**config.mk**
```make
export PLATFORM = sky130hd
export DESIGN_NAME = rr_stream_mux
export DESIGN_NICKNAME = d
export VERILOG_FILES = /design/src/rtl/rr_stream_mux_pkg.sv /design/src/rtl/rr_arbiter.sv /design/src/rtl/rr_stream_mux.sv
export SDC_FILE = /design/constraint.sdc
export NUM_CORES = 1
export LEC_CHECK = 0
export ABC_AREA = 1
export BUFFER_PORTS_ARGS = -buffer_cell sky130_fd_sc_hd__buf_2
export CAP_MARGIN = 40
export CORE_UTILIZATION = 46
export DETAILED_ROUTE_END_ITERATION = 8
export GPL_TIMING_DRIVEN = 0
export PLACE_DENSITY_LB_ADDON = 0.3
export RECOVER_POWER = 50
export SLEW_MARGIN = 20
export SYNTH_ARGS = -nofsm -noshare
export SYNTH_HDL_FRONTEND = slang
export SYNTH_SLANG_ARGS = --single-unit
export TNS_END_PERCENT = 30
```
**constraint.sdc**
```tcl
create_clock -name clk -period 4.2 [get_ports clk]
set_input_delay 0.21 -clock clk [delete_from_list [all_inputs] [get_ports clk]]
set_output_delay 0.21 -clock clk [all_outputs]
set_load 0.005 [all_outputs]
```
**src/rtl/rr_stream_mux_pkg.sv**
```systemverilog
// Shared types and limits for the round-robin stream multiplexer.
// Imported by the arbiter and the top level.
package rr_stream_mux_pkg;

    typedef enum logic {
        ARB_RR    = 1'b0,
        ARB_FIXED = 1'b1
    } arb_mode_t;

    localparam int unsigned MIN_CH = 2;
    localparam int unsigned MAX_CH = 16;

endpackage

```
**src/rtl/rr_arbiter.sv**
```systemverilog
// Combinational arbiter: picks the first requester at or after a start index,
// where the start is ptr in round-robin mode and 0 in fixed-priority mode.
module rr_arbiter
    import rr_stream_mux_pkg::*;
#(
    parameter  int unsigned N_CH = 4,
    localparam int unsigned CH_W = $clog2(N_CH)
) (
    input  logic [N_CH-1:0] req,
    input  logic [CH_W-1:0] ptr,
    input  logic            mode,
    output logic [N_CH-1:0] grant,
    output logic [CH_W-1:0] grant_idx,
    output logic            any_grant
);

    always_comb begin
        int unsigned start;
        int unsigned idx;
        logic [CH_W-1:0] cidx;
        grant     = '0;
        grant_idx = '0;
        any_grant = 1'b0;
        start     = (arb_mode_t'(mode) == ARB_FIXED) ? 0 : 32'(ptr);
        // Explicit wrap so non-power-of-two channel counts stay in range
        for (int unsigned off = 0; off < N_CH; off++) begin
            idx = start + off;
            if (idx >= N_CH) begin
                idx = idx - N_CH;
            end
            cidx = CH_W'(idx);
            if (!any_grant && req[cidx]) begin
                any_grant   = 1'b1;
                grant_idx   = cidx;
                grant[cidx] = 1'b1;
            end
        end
    end

endmodule

```
**src/rtl/rr_stream_mux.sv**
```systemverilog
// N-channel valid/ready stream multiplexer with a one-entry registered output
// stage tagged with the source channel index.
module rr_stream_mux
    import rr_stream_mux_pkg::*;
#(
    parameter  int unsigned N_CH  = 4,
    parameter  int unsigned WIDTH = 4,
    localparam int unsigned CH_W  = $clog2(N_CH)
) (
    input  logic                  clk,
    input  logic                  rst_n,
    input  logic                  mode,
    input  logic [N_CH-1:0]       in_valid,
    input  logic [N_CH*WIDTH-1:0] in_data,
    output logic [N_CH-1:0]       in_ready,
    output logic                  out_valid,
    output logic [WIDTH-1:0]      out_data,
    output logic [CH_W-1:0]       out_ch,
    input  logic                  out_ready
);

    if (N_CH < MIN_CH || N_CH > MAX_CH) begin : g_bad_nch
        $error("rr_stream_mux: N_CH out of supported range");
    end

    logic             valid_q;
    logic [WIDTH-1:0] data_q;
    logic [CH_W-1:0]  ch_q;
    logic [CH_W-1:0]  ptr_q, ptr_d;

    logic [N_CH-1:0]  grant;
    logic [CH_W-1:0]  grant_idx;
    logic             any_grant;
    logic             load;
    logic             xfer;
    logic [WIDTH-1:0] sel_data;

    rr_arbiter #(
        .N_CH (N_CH)
    ) u_arb (
        .req       (in_valid),
        .ptr       (ptr_q),
        .mode      (mode),
        .grant     (grant),
        .grant_idx (grant_idx),
        .any_grant (any_grant)
    );

    // Output stage takes a word when empty or being drained this cycle
    assign load     = !valid_q || out_ready;
    assign xfer     = load && any_grant;
    assign in_ready = (rst_n && load) ? grant : '0;

    always_comb begin
        sel_data = '0;
        for (int unsigned i = 0; i < N_CH; i++) begin
            if (grant[i]) begin
                sel_data = in_data[i*WIDTH +: WIDTH];
            end
        end
    end

    assign ptr_d = (grant_idx == CH_W'(N_CH - 1)) ? '0 : grant_idx + 1'b1;

    always_ff @(posedge clk or negedge rst_n) begin
        if (!rst_n) begin
            valid_q <= 1'b0;
            data_q  <= '0;
            ch_q    <= '0;
            ptr_q   <= '0;
        end else if (xfer) begin
            valid_q <= 1'b1;
            data_q  <= sel_data;
            ch_q    <= grant_idx;
            ptr_q   <= ptr_d;
        end else if (out_ready) begin
            valid_q <= 1'b0;
        end
    end

    assign out_valid = valid_q;
    assign out_data  = data_q;
    assign out_ch    = ch_q;

endmodule

```
==> run metrics <==
DIE HEIGHT=between 50 and 60 µm; placed cell count=219; PortBufs=34; final number of hold-violating endpoints=0; clock-pin slew on the worst setup and hold paths=0.06 ns; Final ANT Viol Nets=0; WP data arrival=between 2 and 2.5 ns; Final Core Density=59.93%; worst vdd ir=between 0.3 and 0.4 mV; LEAKAGE=0.0007520 µW; # rows=17; final setup fails=0; GP Congestion=0.8483; crit-path max FO=13; Setup crit end kind=output port; Multi-input gate area=around 800 µm²; yosys warns=0; ys flop type=dfrtp_1; total grt overflow=0; Post-synth EDFFs=0; setup_tns=0 ns; CP startpoint=ptr_q[0]; RSZ-0062 raised after global routing=false; I/O pin count=35; Starting DRT DRC Count=25; cell with the most instances after synthesis=nand2_1; mapped cell area=between 1000 and 1500 µm²; storage element area=~230 µm²; Worst Path Buf+Inv=5; area delta synth->final=21.35%; maximum capacitance violations=0; Post-DP HPWL=2127 µm; Achievable Freq=0.3763 GHz; Non-Filler Instances=~220; clk_lat worst skew=0.26 ns; final wirelength=approximately 2700 µm; CP delay by family, top=simple AND/OR/NAND/NOR gates; CP endpoint=in_ready[3]; WHS=around 0.24 ns; library cells used by synthesis=28; crit-path cells=nand2_2 -> buf_6 -> ha_1 -> inv_1 -> nand3_1 -> nand2_1 -> nor2_4 -> nand3_2 -> inv_2 -> nand2_2 -> nand3_4 -> nand2_1 -> inv_1 -> buf_2; R2R cell count=14; register bit count reported by yosys=9; status=complete, no violations; clk buf depth=2; drt drc=0; Starting Density=about half; Power Density=between 600 and 700 nW/µm²; core area=2255 µm²; per-cell routed wire length=around 12 µm; R2R Setup Slk=1.87 ns; fill cell count=around 220; Worst Setup Start Kind=flop; Nets=between 200 and 250; CTS sink cnt=9; Crit-path slowest cell=dfrtp_1; total CTS buffers=3; Post-Syn Nets=189; root cell of the clock tree=clkbuf_4; Worst-Margin Slew=~0.53 ns; post-synth top area cell=dfrtp_1; Via Count=1152; Final Slew Violations=0; share of cells above drive strength 1=35.71%; CP required=about 4.0 ns; first-pass GRT wire length=4505 µm; max incr delay on CP=0.46 ns; die footprint=approximately 2600 µm²; worst hold path class=in -> reg; post-synth top area share=20.22%; Setup CP Type=reg -> out; largest cells by area after synthesis=dfrtp_1 (20%), nand2_1 (14%), ha_1 (9.0%); Levels on crit path=14; worst r2r src=ptr_q[0]; Die Wd=just over 50 µm; GR Util All Layers=between 20% and 30%; Synth async-reset ratio=between 90% and 100%; Post-Route Skew=0.004257 ns; n_diodes=0; largest net degree at the start of global routing=14; routed vias/inst=slightly above 5; min Tclk post-route=between 2 and 3 ns; cells after synthesis=157; vias in the first global route=between 1000 and 1500; syn_area_per_cell=7.093 µm²; htree depth=1; sequential share of the synthesized area=20.22%; commonest cells in the netlist=nand2_1 (42), inv_1 (15), nand3_1 (15), a21oi_1 (14), dfrtp_1 (9); overall power=just under 900 µW; initial antenna violation count=0; Detailed Routing Iterations Pass 1=4; period utilization=a little over three fifths; CTS tree=built; max_slew headroom=around two thirds; RR Endpoint=out_data[2]
-- final cells by class --
cell class / instances / area share, %
Inverter: 22 / 6.296
Buffer: 1 / 0.8333
Clock buffer: 4 / 1.944
Multi-Input combinational cell: 125 / 58.61
Tap cell: 28 / 2.593
Timing Repair Buffer: 35 / 13.06
Sequential cell: 9 / 16.67
-- sequential cells by signal, summed over array words and instances (netlist names) --
name       flops
ptr_q          2
out_valid      1
out_data       4
out_ch         2
-- power breakdown --
| group | switching (µW) | internal (µW) |
|---|---|---|
| clock | 30.3 | 36.6 |
| sequential | 29.9 | 131 |
| combinational | 415 | 241 |
-- worst min path at each step --
stage | startpoint | to | slack [ns] | depth (start not counted)
6_report | out_ready | out_valid | 0.24 | 4
5_1_grt | out_ready | out_valid | 0.26 | 4
4_1_cts | out_ready | out_valid | 0.23 | 4
3_5_place_dp | rst_n | out_data[3] | 0.08 | 1
3_3_place_gp | rst_n | out_data[3] | 0.07 | 1
2_1_floorplan | rst_n | out_ch[0] | -0.09 | 0
-- layout by cell type (no fill, tap or decap), types with 2 or more instances in the layout --
master	synthesis	layout
ha_1	8	8
a21oi_1	14	14
nand2_4	2	2
inv_1	15	15
nand4_1	4	4
nand2_2	7	7
buf_2	0	31
a21boi_0	2	2
nand3_2	3	3
dfrtp_1	9	9
inv_2	6	6
o21ai_1	3	3
nor2_1	5	5
nor2_4	2	2
nand3_1	15	15
a21oi_2	4	4
nor2_2	2	2
clkbuf_4	0	3
nand2_1	42	42
clkbuf_1	0	4
nand3_4	4	4
-- through the flow --
step | area, µm² | worst slack, ns
floorplan | 1114 | 2.204
global route | 1351 | 1.348
CTS | 1355 | 1.532
global placement | 1319 | 1.904
detailed placement | 1319 | 1.841
finish | 1351 | 1.543
-- cell families (layout without fill, tap and decap cells) --
group,after synthesis,count (layout),share of synthesized area (%)
AND/OR/NAND/NOR,87,87,43.60
adder cells (fa/ha/maj),8,8,8.989
AO/OA/AOI/OAI,30,30,18.54
flip-flops,9,9,20.23
buffers and inverters,23,62,8.651
-- worst register-to-register path, stage by stage (launching register included) --
cell and delay (ns):
dfrtp_1 0.46, nand2_2 0.10, buf_6 0.16, ha_1 0.42
inv_1 0.09, nand3_1 0.09, nand2_1 0.09, nor2_4 0.19
nand4_1 0.18, nand3_4 0.13, inv_2 0.06, nand3_1 0.07
nand2_1 0.07, nand2_1 0.09, a21oi_2 0.05
-- layer usage --
layer | global-route usage [%] | share of wire [%] | vias up
met5 | 0 | 0 | -
met4 | 6.944 | 0.30 | 0
met3 | 0.8929 | 3.6 | 2
met2 | 39.25 | 50 | 24
met1 | 29.33 | 46 | 526
li1 | - | - | 600
-- repair_timing --
item	CTS	global route
hold buffers	1	0
buffers inserted	0	0
gates resized for setup	0	0
hold endpoints to repair	9	0
Note: power is estimated with default switching activity, not from simulation.
